==> config.mk <==
export PLATFORM = sky130hd
export DESIGN_NAME = fetch_unit_flat
export DESIGN_NICKNAME = d
export VERILOG_FILES = /design/src/rtl/fetch_pkg.sv /design/src/rtl/fetch_unit_if.sv /design/src/rtl/fetch_slot_queue.sv /design/src/rtl/fetch_unit.sv /design/src/flat_wrapper.sv
export SDC_FILE = /design/constraint.sdc
export NUM_CORES = 1
export LEC_CHECK = 0
export BUFFER_PORTS_ARGS = -buffer_cell sky130_fd_sc_hd__buf_2
export CAP_MARGIN = 20
export CORE_ASPECT_RATIO = 1.75
export CORE_UTILIZATION = 52
export CTS_CLUSTER_SIZE = 14
export DETAILED_ROUTE_END_ITERATION = 10
export MAX_ROUTING_LAYER = met4
export PLACE_DENSITY_LB_ADDON = 0.12
export SYNTH_ARGS = -nofsm -noshare
export SYNTH_HDL_FRONTEND = slang
export SYNTH_SLANG_ARGS = --single-unit
export TNS_END_PERCENT = 20
==> constraint.sdc <==
create_clock -name clk -period 3.84 [get_ports clk]
set_input_delay 0.576 -clock clk [delete_from_list [all_inputs] [get_ports clk]]
set_output_delay 0.576 -clock clk [all_outputs]
set_load 0.05 [all_outputs]
==> src/rtl/fetch_pkg.sv <==
// Shared definitions for the fetch unit and its slot queue.
//   XLEN_DEFAULT : default PC / instruction width
//   NOP_INST     : instruction presented to decode when nothing is valid (addi x0,x0,0)
//   cnt_w()      : width of a counter that must hold 0..depth inclusive
package fetch_pkg;

    localparam int          XLEN_DEFAULT = 32;
    localparam logic [31:0] NOP_INST     = 32'h0000_0013;

    function automatic int cnt_w(input int depth);
        return $clog2(depth + 1);
    endfunction

endpackage

==> src/rtl/fetch_unit_if.sv <==
// Icache request/response bundle between the fetch unit and the icache.
//   icache_req_valid/ready/addr : request channel, valid/ready handshake
//   icache_resp_valid/data      : in-order response channel, no backpressure
// master = fetch unit side, slave = icache side.
interface fetch_unit_if
    import fetch_pkg::*;
#(
    parameter int XLEN = XLEN_DEFAULT
);

    logic            icache_req_valid;
    logic            icache_req_ready;
    logic [XLEN-1:0] icache_req_addr;
    logic            icache_resp_valid;
    logic [XLEN-1:0] icache_resp_data;

    modport master (
        output icache_req_valid,
        output icache_req_addr,
        input  icache_req_ready,
        input  icache_resp_valid,
        input  icache_resp_data
    );

    modport slave (
        input  icache_req_valid,
        input  icache_req_addr,
        output icache_req_ready,
        output icache_resp_valid,
        output icache_resp_data
    );

endinterface

==> src/rtl/fetch_slot_queue.sv <==
// Circular slot queue holding in-flight and returned fetches.
// A slot is allocated when a request issues, filled when its response
// returns (responses are in order, so fill_ptr just trails alloc_ptr) and
// freed when decode dequeues it.
//   clk, reset          : clock, synchronous active-low reset
//   alloc_i, alloc_pc_i : allocate slot at alloc_ptr with this PC
//   fill_i, fill_data_i : write response into slot at fill_ptr
//   deq_i               : free the head slot
//   flush_i             : drop everything, pointers back to 0
//   head_*_o            : head slot filled flag, PC and instruction
//   alloc_cnt_o         : allocated slots
//   unfilled_cnt_o      : allocated slots still waiting for a response
module fetch_slot_queue
    import fetch_pkg::*;
#(
    parameter int XLEN  = XLEN_DEFAULT,
    parameter int DEPTH = 4
) (
    input  logic                       clk,
    input  logic                       reset,
    input  logic                       alloc_i,
    input  logic [XLEN-1:0]            alloc_pc_i,
    input  logic                       fill_i,
    input  logic [XLEN-1:0]            fill_data_i,
    input  logic                       deq_i,
    input  logic                       flush_i,
    output logic                       head_filled_o,
    output logic [XLEN-1:0]            head_pc_o,
    output logic [XLEN-1:0]            head_data_o,
    output logic [$clog2(DEPTH+1)-1:0] alloc_cnt_o,
    output logic [$clog2(DEPTH+1)-1:0] unfilled_cnt_o
);

    localparam int PW = $clog2(DEPTH);
    localparam int CW = cnt_w(DEPTH);

    logic [XLEN-1:0]  pc_q   [DEPTH];
    logic [XLEN-1:0]  data_q [DEPTH];
    logic [DEPTH-1:0] filled_q, filled_d;
    logic [PW-1:0]    alloc_ptr_q, alloc_ptr_d;
    logic [PW-1:0]    fill_ptr_q, fill_ptr_d;
    logic [PW-1:0]    head_ptr_q, head_ptr_d;
    logic [CW-1:0]    alloc_cnt_q, alloc_cnt_d;
    logic [CW-1:0]    filled_num;

    // Pointers wrap naturally because DEPTH is a power of two.
    always_comb begin
        alloc_ptr_d = alloc_ptr_q + PW'(alloc_i);
        fill_ptr_d  = fill_ptr_q + PW'(fill_i);
        head_ptr_d  = head_ptr_q + PW'(deq_i);
        alloc_cnt_d = alloc_cnt_q + CW'(alloc_i) - CW'(deq_i);

        // alloc, fill and deq always target three different slots, so the
        // order of these updates does not matter.
        filled_d = filled_q;
        if (alloc_i) filled_d[alloc_ptr_q] = 1'b0;
        if (fill_i)  filled_d[fill_ptr_q]  = 1'b1;
        if (deq_i)   filled_d[head_ptr_q]  = 1'b0;
    end

    // Filled bits are only ever set on allocated slots and are cleared on
    // dequeue, so their population count is the filled part of alloc_cnt.
    always_comb begin
        filled_num = '0;
        for (int i = 0; i < DEPTH; i++) begin
            filled_num = filled_num + CW'(filled_q[i]);
        end
    end

    always_ff @(posedge clk) begin
        if (!reset || flush_i) begin
            alloc_ptr_q <= '0;
            fill_ptr_q  <= '0;
            head_ptr_q  <= '0;
            alloc_cnt_q <= '0;
            filled_q    <= '0;
        end else begin
            alloc_ptr_q <= alloc_ptr_d;
            fill_ptr_q  <= fill_ptr_d;
            head_ptr_q  <= head_ptr_d;
            alloc_cnt_q <= alloc_cnt_d;
            filled_q    <= filled_d;
        end
    end

    // Payload storage needs no reset: the filled bits qualify it.
    always_ff @(posedge clk) begin
        if (alloc_i) pc_q[alloc_ptr_q]  <= alloc_pc_i;
        if (fill_i)  data_q[fill_ptr_q] <= fill_data_i;
    end

    assign head_filled_o  = filled_q[head_ptr_q] && (alloc_cnt_q != '0);
    assign head_pc_o      = pc_q[head_ptr_q];
    assign head_data_o    = data_q[head_ptr_q];
    assign alloc_cnt_o    = alloc_cnt_q;
    assign unfilled_cnt_o = alloc_cnt_q - filled_num;

endmodule

==> src/rtl/fetch_unit.sv <==
// Instruction fetch unit: generates sequential PCs, issues pipelined icache
// requests under a credit limit, buffers up to DEPTH instructions and hands
// them to decode. A redirect flushes everything and counts the responses
// still owed by the icache so they can be discarded as they return.
//   clk, reset                 : clock, synchronous active-low reset
//   redirect_valid/redirect_pc : flush and restart at redirect_pc (word aligned)
//   icache                     : request/response bundle (master side)
//   inst_valid/inst_ready      : decode handshake
//   inst, inst_pc              : head instruction and its PC (NOP / 0 when idle)
//   inflight                   : allocated slots plus responses still to drop
module fetch_unit
    import fetch_pkg::*;
#(
    parameter int              XLEN     = XLEN_DEFAULT,
    parameter int              DEPTH    = 4,
    parameter logic [XLEN-1:0] RESET_PC = 'h0000_2000
) (
    input  logic                       clk,
    input  logic                       reset,
    input  logic                       redirect_valid,
    input  logic [XLEN-1:0]            redirect_pc,
    fetch_unit_if.master               icache,
    output logic                       inst_valid,
    input  logic                       inst_ready,
    output logic [XLEN-1:0]            inst,
    output logic [XLEN-1:0]            inst_pc,
    output logic [$clog2(DEPTH+1)-1:0] inflight
);

    localparam int CW = cnt_w(DEPTH);
    localparam int SW = CW + 1;

    logic [XLEN-1:0] fetch_pc_q, fetch_pc_d;
    logic [CW-1:0]   drop_cnt_q, drop_cnt_d;
    logic [CW-1:0]   alloc_cnt, unfilled_cnt;
    logic            head_filled;
    logic [XLEN-1:0] head_pc, head_data;
    logic [SW-1:0]   used;
    logic            credit_ok, issue, fill, deq;
    logic            unused_pc_lsbs;

    assign unused_pc_lsbs = &{1'b0, redirect_pc[1:0]};

    // Every slot and every response still to be dropped costs a credit, so
    // drop_cnt can never exceed DEPTH.
    assign used      = SW'(alloc_cnt) + SW'(drop_cnt_q);
    assign credit_ok = used < SW'(DEPTH);

    assign icache.icache_req_valid = reset && credit_ok && !redirect_valid;
    assign icache.icache_req_addr  = fetch_pc_q;

    assign issue = icache.icache_req_valid && icache.icache_req_ready;
    // A response in a redirect cycle is old-stream; it is never written.
    assign fill  = reset && icache.icache_resp_valid && (drop_cnt_q == '0) && !redirect_valid;
    assign deq   = inst_valid && inst_ready;

    always_comb begin
        fetch_pc_d = fetch_pc_q;
        if (redirect_valid) begin
            fetch_pc_d = {redirect_pc[XLEN-1:2], 2'b00};
        end else if (issue) begin
            fetch_pc_d = fetch_pc_q + XLEN'(4);
        end
    end

    // On redirect every unfilled slot becomes a future drop; the response
    // arriving in the same cycle is already one of them (or fills a flushed
    // slot), hence the minus one.
    always_comb begin
        drop_cnt_d = drop_cnt_q;
        if (redirect_valid) begin
            drop_cnt_d = drop_cnt_q + unfilled_cnt - CW'(icache.icache_resp_valid);
        end else if (icache.icache_resp_valid && (drop_cnt_q != '0)) begin
            drop_cnt_d = drop_cnt_q - 1'b1;
        end
    end

    always_ff @(posedge clk) begin
        if (!reset) begin
            fetch_pc_q <= RESET_PC;
            drop_cnt_q <= '0;
        end else begin
            fetch_pc_q <= fetch_pc_d;
            drop_cnt_q <= drop_cnt_d;
        end
    end

    fetch_slot_queue #(
        .XLEN  (XLEN),
        .DEPTH (DEPTH)
    ) u_slots (
        .clk            (clk),
        .reset          (reset),
        .alloc_i        (issue),
        .alloc_pc_i     (fetch_pc_q),
        .fill_i         (fill),
        .fill_data_i    (icache.icache_resp_data),
        .deq_i          (deq),
        .flush_i        (redirect_valid),
        .head_filled_o  (head_filled),
        .head_pc_o      (head_pc),
        .head_data_o    (head_data),
        .alloc_cnt_o    (alloc_cnt),
        .unfilled_cnt_o (unfilled_cnt)
    );

    // Outputs are forced idle while reset is held, before state has settled.
    assign inst_valid = reset && head_filled;
    assign inst       = inst_valid ? head_data : XLEN'(NOP_INST);
    assign inst_pc    = inst_valid ? head_pc : '0;
    assign inflight   = reset ? (alloc_cnt + drop_cnt_q) : '0;

endmodule

==> src/flat_wrapper.sv <==
// flat-port wrapper written by rule: the top's interface ports become plain ports
module fetch_unit_flat import fetch_pkg::*;
#(
    parameter int              XLEN     = XLEN_DEFAULT,
    parameter int              DEPTH    = 4,
    parameter logic [XLEN-1:0] RESET_PC = 'h0000_2000
)
  (clk, reset, redirect_valid, redirect_pc, inst_valid, inst_ready, inst, inst_pc, inflight, icache_icache_req_valid, icache_icache_req_addr, icache_icache_req_ready, icache_icache_resp_valid, icache_icache_resp_data);
  fetch_unit_if #(.XLEN(XLEN)) icache_i ();
  input  logic clk;
  input  logic reset;
  input  logic redirect_valid;
  input  logic [XLEN-1:0] redirect_pc;
  output logic inst_valid;
  input  logic inst_ready;
  output logic [XLEN-1:0] inst;
  output logic [XLEN-1:0] inst_pc;
  output logic [$clog2(DEPTH+1)-1:0] inflight;
  output wire logic [$bits(icache_i.icache_req_valid)-1:0] icache_icache_req_valid;
  output wire logic [$bits(icache_i.icache_req_addr)-1:0] icache_icache_req_addr;
  input wire logic [$bits(icache_i.icache_req_ready)-1:0] icache_icache_req_ready;
  input wire logic [$bits(icache_i.icache_resp_valid)-1:0] icache_icache_resp_valid;
  input wire logic [$bits(icache_i.icache_resp_data)-1:0] icache_icache_resp_data;
  assign icache_icache_req_valid = icache_i.icache_req_valid;
  assign icache_icache_req_addr = icache_i.icache_req_addr;
  assign icache_i.icache_req_ready = icache_icache_req_ready;
  assign icache_i.icache_resp_valid = icache_icache_resp_valid;
  assign icache_i.icache_resp_data = icache_icache_resp_data;
  fetch_unit #(.XLEN(XLEN), .DEPTH(DEPTH), .RESET_PC(RESET_PC)) u_core (.clk(clk), .reset(reset), .redirect_valid(redirect_valid), .redirect_pc(redirect_pc), .icache(icache_i), .inst_valid(inst_valid), .inst_ready(inst_ready), .inst(inst), .inst_pc(inst_pc), .inflight(inflight));
endmodule
Word level (Yosys, flattened, before mapping) --
Memories as Yosys holds them, arrays and structs flattened. A register that Yosys moved wholly into a read port is not among the register bits. Cells that the tools add are included. W data, S select, Z words.
Cells by class: add/sub/neg operators 15, $lt $le $gt $ge 7, bitwise logic cells 6, reductions and logical operators 22, muxes and demuxes 24
Operator list (count):
- $mux W32 | 4
- $add A32 B3 Y32 const B | 1
- $logic_and A1 B1 Y1 | 13
- $mux W4 | 3
- $lt A2 B3 Y1 const B | 3
- $mux W3 | 3
- $and A4 B4 Y4 | 2
- $mux W1 | 8
- $not A4 Y4 | 2
- $add A2 B1 Y2 | 3
- $add A3 B1 Y3 | 2
- $add A3 B3 Y3 | 2
- $demux W1 S2 | 3
- $ge A2 B1 Y1 const B | 3
- $reduce_bool A3 Y1 | 2
- $sub A3 B1 Y3 | 2
- $add A3 B3 Y4 | 1
- $lt A4 B3 Y1 const B | 1
- $mux W2 | 2
- $or A4 B4 Y4 | 1
- $reduce_bool A2 Y1 | 2
- $add A2 B1 Y3 | 1
- $logic_not A3 Y1 | 1
- $sub A3 B1 Y3 const B | 1
- other kinds (7) | 8
Word-level totals: output and inout port bits 101, bits in writable memories 256, memories 2, logic and storage cells 84, input port bits 70, flip-flop bits (word level) 48
Memory list:
- u_core.u_slots.data_q | words 4, bits a word 32, read ports 1, clocked after memory_dff 1, write ports 1, line fetch_slot_queue.sv:38 | logic [XLEN-1:0] data_q [DEPTH];
- u_core.u_slots.pc_q | words 4, bits a word 32, read ports 1, clocked after memory_dff 1, write ports 1, line fetch_slot_queue.sv:37 | logic [XLEN-1:0] pc_q [DEPTH];

Longest topological paths before layout --
Gate-level depths: netlist of run 1.
depth in word-level cells 11, gate-level depth with buffers 16, gate-level depth less buffers 14

By module --
From an unflattened synthesis of run 1, not the netlist that was laid out.
Unflattened totals: cell total of the unflattened synthesis 758, area total of the unflattened synthesis 12690.9 um^2
By module, submodules not included:
- fetch_slot_queue | sequential area each 7947.6 um^2, area an instance 10044.6 um^2, instances 1, cells each 414
- fetch_unit | sequential area each 660.6 um^2, area an instance 2646.3 um^2, instances 1, cells each 344

Worst setup path after synthesis of run 1 --
OpenSTA, ideal clock, no wires.
kind input to register, start point input port redirect_valid, end point memory u_core.u_slots.data_q[1][0] in the netlist's numbering, enable pin, setup time 0.470 ns, buffers on the path 0, path slack -0.227 ns, required time 3.370 ns, stages on the path 3, data arrival time 3.596 ns, cells stage by stage nand2b_1 -> or3_1 -> nor3b_1
Between the ends: cells in the longest elaborated chain, start to end 4
RTL lines:
- start, declared | line flat_wrapper.sv:12 | input logic redirect_valid;
- $logic_not A1 Y1 | line fetch_unit.sv:54 | assign fill = reset && icache.icache_resp_valid && (drop_cnt_q == '0) && !redirect_valid;
- $logic_and A1 B1 Y1 | line fetch_unit.sv:54
- $mux W1 | line fetch_slot_queue.sv:89 | if (fill_i) data_q[fill_ptr_q] <= fill_data_i;
- $mux W1 (not written as such) | line fetch_slot_queue.sv:89
- end, declared | line fetch_slot_queue.sv:38
Every way passes these cells.

Worst setup path after layout of run 1 --
start point register u_core.u_slots.filled_q[0], end point register u_core.drop_cnt_q[2]
Between the ends: cells in the longest elaborated chain, start to end 7
RTL lines:
- start, declared | line fetch_slot_queue.sv:39 | logic [DEPTH-1:0] filled_q, filled_d;
- start signal, assigned | line fetch_slot_queue.sv:82 | filled_q <= filled_d;
- $add A1 B1 Y2 | line fetch_slot_queue.sv:66 | filled_num = filled_num + CW'(filled_q[i]);
- $add A2 B1 Y3 | line fetch_slot_queue.sv:66
- $add A3 B1 Y3 | line fetch_slot_queue.sv:66
- $sub A3 B3 Y3 | line fetch_slot_queue.sv:96 | assign unfilled_cnt_o = alloc_cnt_q - filled_num;
- $add A3 B3 Y3 | line fetch_unit.sv:72 | drop_cnt_d = drop_cnt_q + unfilled_cnt - CW'(icache.icache_resp_valid);
- $sub A3 B1 Y3 | line fetch_unit.sv:72
- $mux W3 | line fetch_unit.sv:71 | if (redirect_valid) begin
- end signal, assigned | line fetch_unit.sv:84 | drop_cnt_q <= drop_cnt_d;
- end, declared | line fetch_unit.sv:34 | logic [CW-1:0] drop_cnt_q, drop_cnt_d;
Every way passes these cells. A chain may end at the register's enable or synchronous reset.

==> results.json, run 1 <==
{
  "final.fill_count": 1800,
  "cp.required_ps": 4260,
  "cts.clk_slew.worst_paths_ps": 60,
  "synthArstFlopShare_pct": 0,
  "grt_usage_pct": 23.7,
  "reg2reg_depth": 13,
  "htreeDepth": 1,
  "grt_pass1_wl_um": 42500,
  "worstSkewPairLatency_ps": 540,
  "seq_power_share_pct": 54.0,
  "synth_edf_count": 248,
  "first_global_vias": 7761,
  "instances_no_fill": 1266,
  "skew_ps": 11.5,
  "critPathLaunchType": "flip-flop",
  "dp_cells": 1217,
  "syn-cell-area_mm2": 0.0123,
  "dieArea_mm2": 0.0243,
  "vias": 7419,
  "power.share.clock_pct": 39.3,
  "core_mm2": 0.0233,
  "slew_headroom_pct": 32.8,
  "drt-initial-drc-count": 554,
  "tightest_slew_ps": 1010,
  "antenna_left": 0,
  "cts_root_buf": "clkbuf_16",
  "synthCells": 762,
  "die_h_um": 206,
  "maxSlewViolCount": 0,
  "multiInputGateArea_mm2": 0.00372,
  "die_w_um": 118,
  "grt_antenna_before_repair": 0,
  "drt_first_pass_iters": 5,
  "cts_buffer_depth": 3,
  "nets": 1032,
  "period_minus_slack_ps": 3570,
  "post-route-drc-count": 0,
  "clkSinkCount": 294,
  "hold-path-cell-count": 1,
  "cellLeakagePower_nw": 5.14,
  "final-seq-area_mm2": 0.00838,
  "post-dp-hpwl_um": 17500,
  "io_pins": 171,
  "rows": 74,
  "wl_per_cell_um": 21.4,
  "switching_share_pct": 21.9,
  "area_growth_pct": 17.6,
  "run_status": "finished, final reports clean",
  "power_switching_w": 0.00146,
  "ys.warnings.count": 0,
  "holdBufCountCts": 0,
  "max_freq_mhz": 280,
  "timing.final.crit_share_pct": 93.0,
  "numPortBuffers": 164,
  "overflow": 0,
  "viasPerCell": 5.86,
  "path_class": "reg2reg",
  "max_cap_viol_count": 0,
  "cts_made_buffers": 26,
  "min_path_type": "in2reg",
  "initial_core_util_pct": 52.8,
  "arrival_ps": 3990,
  "critPathCaptureType": "flip-flop",
  "setup_viol": 0,
  "synth-seq-area-share_pct": 67.9,
  "cts_setup_buffers": 0,
  "rsz0062_at_grt": "false",
  "ir_worst_vdd_mv": 0.401,
  "finalHoldViolations": 0,
  "intPower_w": 0.00520,
  "layout_common_cells": "edfxtp_1, buf_2, and2_1",
  "mostFrequentLayoutCell": "edfxtp_1",
  "synth_area_per_cell_um2": 16.2,
  "power_density_mw_per_mm2": 459,
  "ys_ff_latch": 294,
  "final_util_pct": 62.1,
  "synth_ff_type": "edfxtp_1",
  "tritoncts": "done",
  "drive_gt1_share_pct": 31.5,
  "gp_congestion": 0.872,
  "cp_max_fo": 3,
  "p_comb_share_pct": 6.7,
  "cts.repair.resized": 0,
  "grt_max_degree": 67,
  "synth_cell_types": 57,
  "wl_um": 27100
}
[power groups by stage]
stage | registers [W] | logic [W] | clock network (W)
6_report | 0.00359 | 0.000445 | 0.00261
3_3_place_gp | 0.00366 | 0.000437 | 0
4_1_cts | 0.00359 | 0.000447 | 0.00267
5_1_grt | 0.00360 | 0.000485 | 0.00278
2_1_floorplan | 0.00371 | 0.000226 | 0
3_5_place_dp | 0.00366 | 0.000445 | 0
[through the flow]
| stage | hold slack [ps] | area, um2 | total power [W] | setup TNS, ps | setup slack (ps) |
|---|---|---|---|---|---|
| floorplan | 501 | 12300 | 0.00394 | -3010 | -71.8 |
| global placement | 531 | 13600 | 0.00409 | -133 | -133 |
| detailed placement | 542 | 13600 | 0.00411 | -130 | -130 |
| CTS | 231 | 14500 | 0.00671 | 0 | 249 |
| global route | 233 | 14500 | 0.00687 | 0 | 60.3 |
| finish | 254 | 14500 | 0.00665 | 0 | 268 |
[synth_stat cells, types with 7 or more instances]
cell type	instances	share of area, %
inv_1	26	0.79
mux4_2	63	12
nor3_1	9	0.37
nand2_1	29	0.88
a21oi_1	24	0.97
edfxtp_1	248	60
o21ai_0	15	0.61
and2_1	67	3.4
nand3_1	17	0.69
nand2b_1	7	0.36
clkbuf_1	29	0.88
ha_1	14	1.4
a31oi_1	15	0.76
buf_1	7	0.21
dfxtp_1	46	7.5
nor4_1	7	0.36
fa_1	7	1.1
nor2_1	15	0.46
xnor2_1	16	1.1
nand4_1	9	0.46
or4_1	9	0.55
and3_1	11	0.56
[registers in the layout, indices dropped and copies added (netlist names)]
register                       count
u_core.u_slots.alloc_cnt_o         3
u_core.u_slots.filled_q            4
u_core.drop_cnt_q                  3
u_core.u_slots.fill_ptr_q          2
u_core.u_slots.data_q            128
u_core.u_slots.alloc_ptr_q         2
u_core.icache.icache_req_addr     30
u_core.u_slots.pc_q              120
u_core.u_slots.head_ptr_q          2
[critical path, cell delays in order (launching register included)]
cell     delay [ps]
dfxtp_1         350
inv_1            70
fa_1            500
inv_1            50
fa_1            380
fa_1            480
fa_1            490
inv_1            50
fa_1            430
xnor2_1         190
xnor2_1          90
o22ai_1         190
xnor2_1         140
nor2_1           50
[area by class of cell]
cell class	count	share of cell area (%)
sequential	294	57.8
multi-input combinational	401	25.6
timing repair buffer	190	7.27
clock buffer	43	5.42
tap	304	2.62
inverter	28	0.725
clock inverter	5	0.509
antenna	1	0.0173
[per-layer routing]
layer	global-route usage [%]	vias to the layer above	share of wire, %
li1	-	3347	-
met1	26.8	3738	37
met2	43.1	282	55
met3	3.30	52	5.6
met4	7.59	0	2.0
met5	-	-	0
[cells by family (layout without fill, tap and decap cells)]
logic type / after synthesis / after routing / synth area share [%]
xor+xnor: 18 / 18 / 1.28
other cells: 1 / 5 / 0.0304
mux: 63 / 63 / 11.5
simple gates: 201 / 201 / 9.45
buf+inv: 70 / 266 / 2.27
fa+ha+maj: 21 / 21 / 2.56
compound gates: 94 / 94 / 5.01
flops: 294 / 294 / 67.9
[final timing paths]
check	from	endpoint	slack (ps)
worst min register to register	u_core.u_slots.filled_q[1]$_SDFF_PP0_	u_core.u_slots.filled_q[1]$_SDFF_PP0_	540
worst max-delay path	u_core.u_slots.filled_q[0]$_SDFF_PP0_	u_core.drop_cnt_q[2]$_SDFFE_PN0P_	270
worst max register to register	u_core.u_slots.filled_q[0]$_SDFF_PP0_	u_core.drop_cnt_q[2]$_SDFFE_PN0P_	270
worst min-delay path	icache_icache_resp_data[27]	u_core.u_slots.data_q[3][27]$_DFFE_PP_	250
Note: power is estimated with default switching activity, not from simulation.
==> run 2, diff against run 1 <==
--- a/config.mk
+++ b/config.mk
@@ -8,7 +8,8 @@
 export BUFFER_PORTS_ARGS = -buffer_cell sky130_fd_sc_hd__buf_2
 export CAP_MARGIN = 20
 export CORE_ASPECT_RATIO = 1.75
-export CORE_UTILIZATION = 52
+export CORE_MARGIN = 1.5
+export CORE_UTILIZATION = 31
 export CTS_CLUSTER_SIZE = 14
 export DETAILED_ROUTE_END_ITERATION = 10
 export MAX_ROUTING_LAYER = met4
==> results.json, run 2 (synthesis gave the netlist of run 1 again) <==
{
  "max_stage_delay_ps": 500,
  "max_freq_mhz": 281,
  "period_minus_slack_ps": 3560,
  "critPathLaunchType": "flip-flop",
  "htreeDepth": 1,
  "final_util_pct": 37.7,
  "rsz0062_at_grt": "false",
  "initial_core_util_pct": 31.5,
  "ir_worst_vdd_mv": 0.358,
  "cts_made_buffers": 29,
  "critPathCaptureType": "flip-flop",
  "wl_per_cell_um": 21.5,
  "holdBufCountCts": 0,
  "grt_antenna_before_repair": 0,
  "antenna_left": 0,
  "final.fill_count": 3774,
  "post-route-drc-count": 0,
  "drive_gt1_share_pct": 32.1,
  "cpMostUsedCell": "fa_1",
  "setup_viol": 0,
  "drt-initial-drc-count": 333,
  "grt_max_degree": 67,
  "cts.repair.resized": 0,
  "run_status": "finished, final reports clean",
  "finalHoldViolations": 0,
  "maxSlewViolCount": 0,
  "slew_headroom_pct": 46.2,
  "min_path_type": "in2reg",
  "wl_um": 31400,
  "path_class": "reg2reg",
  "clkSinkCount": 294,
  "viasPerCell": 5.08,
  "overflow": 0,
  "cp.required_ps": 4270,
  "max_cap_viol_count": 0,
  "rows": 96,
  "layout_common_cells": "edfxtp_1, buf_2, and2_1",
  "dieArea_mm2": 0.0410,
  "numPortBuffers": 164,
  "tns_ps": 0,
  "post-dp-hpwl_um": 20200,
  "grt_usage_pct": 15.9,
  "drt_first_pass_iters": 4,
  "mostFrequentLayoutCell": "edfxtp_1",
  "cts_root_buf": "clkbuf_16",
  "diodes": 0,
  "cts_buffer_depth": 3,
  "die_h_um": 267,
  "cts.clk_slew.worst_paths_ps": 70,
  "cp_max_fo": 3,
  "vias": 7420,
  "critical-path-slowest-cell": "fa_1",
  "nets": 1041,
  "area_growth_pct": 19.9,
  "tightest_slew_ps": 797,
  "crit_chain": "inv_1 > fa_1 > inv_1 > fa_1 > fa_1 > fa_1 > inv_1 > fa_1 > xnor2_1 > xnor2_1 > o22ai_1 > xnor2_1 > nor2_1",
  "arrival_ps": 3990,
  "hold_ws_ps": 240,
  "p_total_w": 0.00674,
  "largest_register_ff_count": 128,
  "core_mm2": 0.0392,
  "io_pins": 171,
  "gp_congestion": 0.809,
  "timing.final.crit_share_pct": 92.7,
  "cts_setup_buffers": 0,
  "regMostFlops": "u_core.u_slots.data_q",
  "grt_pass1_wl_um": 48000,
  "first_global_vias": 7753,
  "cellLeakagePower_nw": 5.18,
  "tritoncts": "done",
  "worstSkewPairLatency_ps": 550,
  "power_density_mw_per_mm2": 456,
  "skew_ps": 12.8,
  "die_w_um": 154
}
-- run 2: cell types whose count changed in the layout (fill, tap and decap cells not counted), moves of 2 or more --
cell        before  now
buf_4           23   30
clkbuf_1        11    8
clkbuf_16       27   29
clkbuf_8         5    2
clkinv_1         3    7
clkinvlp_4       0    2
-- run 2: layout make-up --
class / instances / area, um2 / area share [%]
clock buffers: 39 / 783 / 5.30
repair buffers: 196 / 1090 / 7.35
inverters: 28 / 105 / 0.711
well taps: 490 / 613 / 4.15
flip-flops and latches: 294 / 8380 / 56.7
clock inverters: 13 / 98.8 / 0.669
multi-input cells: 401 / 3720 / 25.2
-- run 2: worst paths after layout --
| path | from | endpoint | cells after the start | slack [ps] |
|---|---|---|---|---|
| max reg2reg | u_core.u_slots.filled_q[0]$_SDFF_PP0_ | u_core.drop_cnt_q[2]$_SDFFE_PN0P_ | 13 | 280 |
| min | icache_icache_resp_data[3] | u_core.u_slots.data_q[1][3]$_DFFE_PP_ | 1 | 240 |
| max | u_core.u_slots.filled_q[0]$_SDFF_PP0_ | u_core.drop_cnt_q[2]$_SDFFE_PN0P_ | 13 | 280 |
| min reg2reg | u_core.u_slots.filled_q[0]$_SDFF_PP0_ | u_core.u_slots.filled_q[0]$_SDFF_PP0_ | 2 | 550 |
-- run 2: report_power, final --
part           total (W)  internal, W  leakage (nW)  switching, W
combinational   0.000462     0.000154          2.12      0.000308
sequential       0.00359      0.00352          2.63     0.0000711
clock            0.00268      0.00150         0.425       0.00119
-- run 2: routing by layer --
layer / track usage [%] / vias up / share of wire, %
met3: 2.03 / 43 / 4.4
li1: - / 3367 / -
met2: 28.8 / 225 / 53
met1: 18.5 / 3785 / 41
met4: 4.33 / 0 / 2.1
met5: - / - / 0
-- run 2: critical path: cells and delay by family (launching register included) --
kind	cells	cell delay (ps)
fa+ha+maj	5	2290
xor+xnor	3	410
flops	1	350
compound gates	1	180
buf+inv	3	170
simple gates	1	50
-- run 2: metrics by stage --
step / cell area (um2) / std cells / setup slack, ps
3_5_place_dp: 13900 / 1409 / -110
3_3_place_gp: 13900 / 1409 / -108
2_1_floorplan: 12300 / 765 / -71.8
6_report: 14800 / 1461 / 281
4_1_cts: 14800 / 1461 / 251
5_1_grt: 14800 / 1461 / 121
==> run 3, diff against run 2 <==
==> constraint.sdc (replaced) <==
create_clock -name clk -period 3.84 [get_ports clk]
set_input_delay 0.192 -clock clk [delete_from_list [all_inputs] [get_ports clk]]
set_output_delay 0.192 -clock clk [all_outputs]
set_load 0.05 [all_outputs]
==> results.json, run 3 (synthesis gave the netlist of run 1 again) <==
{
  "cp_max_fo": 3,
  "drive_gt1_share_pct": 30.2,
  "rows": 96,
  "power_density_mw_per_mm2": 449,
  "grt_usage_pct": 16.2,
  "drt_first_pass_iters": 4,
  "cp-endpoint": "u_core.drop_cnt_q[2]$_SDFFE_PN0P_",
  "viasPerCell": 4.97,
  "clkSinkCount": 294,
  "crit_path_start": "u_core.u_slots.filled_q[0]$_SDFF_PP0_",
  "worstSkewPairLatency_ps": 560,
  "die_w_um": 154,
  "overflow": 0,
  "worst_slack_ps": 225,
  "antenna_left": 0,
  "critPathLaunchType": "flip-flop",
  "die_h_um": 267,
  "cts_made_buffers": 29,
  "first_global_vias": 8049,
  "reg2reg_slack_ps": 220,
  "r2r-start": "u_core.u_slots.filled_q[0]$_SDFF_PP0_",
  "grt_max_degree": 53,
  "cts_root_buf": "clkbuf_16",
  "placed_area_mm2": 0.0139,
  "nets": 1100,
  "tritoncts": "done",
  "skew_ps": 16.8,
  "cts.repair.resized": 0,
  "timing.final.crit_share_pct": 94.2,
  "slew_headroom_pct": 41.3,
  "wl_um": 32000,
  "layout_common_cells": "edfxtp_1, buf_2, and2_1",
  "initial_core_util_pct": 31.5,
  "critPathCaptureType": "flip-flop",
  "ir_worst_vdd_mv": 0.273,
  "area_growth_pct": 25.3,
  "grt_antenna_before_repair": 0,
  "mostFrequentLayoutCell": "edfxtp_1",
  "arrival_ps": 4060,
  "p_total_w": 0.00694,
  "max_freq_mhz": 277,
  "cts_buffer_depth": 3,
  "min_path_type": "in2reg",
  "reg2reg_depth": 13,
  "post-dp-hpwl_um": 20400,
  "diodes": 0,
  "vias": 7557,
  "max_cap_viol_count": 0,
  "setup_viol": 0,
  "post-route-drc-count": 0,
  "grt_pass1_wl_um": 48900,
  "drt-initial-drc-count": 340,
  "finalInstanceArea_mm2": 0.0154,
  "rsz0062_at_grt": "false",
  "cellLeakagePower_nw": 5.44,
  "maxSlewViolCount": 0,
  "regMostFlops": "u_core.u_slots.data_q",
  "io_pins": 171,
  "tightest_slew_ps": 880,
  "path_class": "reg2reg",
  "rr_endpoint": "u_core.drop_cnt_q[2]$_SDFFE_PN0P_",
  "place_ws_ps": 199,
  "dieArea_mm2": 0.0410,
  "gp_congestion": 0.761,
  "cts.clk_slew.worst_paths_ps": 70,
  "cp.required_ps": 4280,
  "core_mm2": 0.0392,
  "htreeDepth": 1,
  "run_status": "finished, final reports clean",
  "numPortBuffers": 164,
  "wl_per_cell_um": 21.0,
  "period_minus_slack_ps": 3620,
  "largest_register_ff_count": 128,
  "finalHoldViolations": 0,
  "final_util_pct": 39.4
}
==> run 3: cell count changes in the layout (fill, tap and decap cells not counted), moves of 3 or more <==
cell	previous run	this run
clkbuf_8	2	5
clkinv_1	7	4
buf_4	30	25
dlygate4sd3_1	0	63
==> run 3: per-stage QoR <==
step                      hold WS (ps)  setup TNS [ps]  cells
final                             57.5               0   1521
after global routing              45.8               0   1521
after CTS                         30.4               0   1521
after detailed placement           411               0   1405
after global placement             410               0   1405
after floorplan                    291           -2150    765
==> run 3: critical path, cell delays in order (launching register included) <==
cell and delay, ps:
dfxtp_1 350, inv_1 60, fa_1 500, inv_1 50, fa_1 390, fa_1 500, fa_1 500, inv_1 60
fa_1 420, xnor2_1 200, xnor2_1 90, o22ai_1 180, xnor2_1 140, nor2_1 50
==> run 3: worst min-delay path by stage <==
stage | start | to | slack, ps | cells after the start
floorplan | icache_icache_resp_data[0] | u_core.u_slots.data_q[0][0]$_DFFE_PP_ | 290 | 0
global placement | icache_icache_resp_data[8] | u_core.u_slots.data_q[0][8]$_DFFE_PP_ | 410 | 1
detailed placement | icache_icache_resp_data[10] | u_core.u_slots.data_q[0][10]$_DFFE_PP_ | 410 | 1
CTS | redirect_pc[26] | u_core.icache.icache_req_addr[26]$_SDFFE_PN0P_ | 30 | 4
global route | redirect_pc[29] | u_core.icache.icache_req_addr[29]$_SDFFE_PN0P_ | 50 | 4
finish | redirect_pc[29] | u_core.icache.icache_req_addr[29]$_SDFFE_PN0P_ | 60 | 4
==> run 3: layout make-up <==
type	instances	area [um2]
clock inverters	10	109
multi-input cells	401	3720
fillers	3726	23700
well taps	490	613
repair buffers	255	1700
clock buffers	43	828
inverters	28	105
flip-flops and latches	294	8380
==> run 3: where the power goes <==
group | internal, W | leakage [nW] | switching (W) | total (W)
Combinational | 0.000197 | 2.36 | 0.000325 | 0.000522
Sequential | 0.00352 | 2.63 | 0.0000667 | 0.00359
Clock | 0.00162 | 0.448 | 0.00121 | 0.00283
==> run 3: repair_timing <==
action                    CTS  global route
buffers inserted            0             0
hold endpoints to repair  156             0
hold buffers               63             0
==> run 3: routing by layer <==
layer  vias to the layer above  wire length (um)  track usage [%]
li1                       3484                 -                -
met1                      3832             13000             18.6
met2                       198             17100             29.6
met3                        43              1120             1.88
met4                         0               740             5.06
met5                         -                 0                -
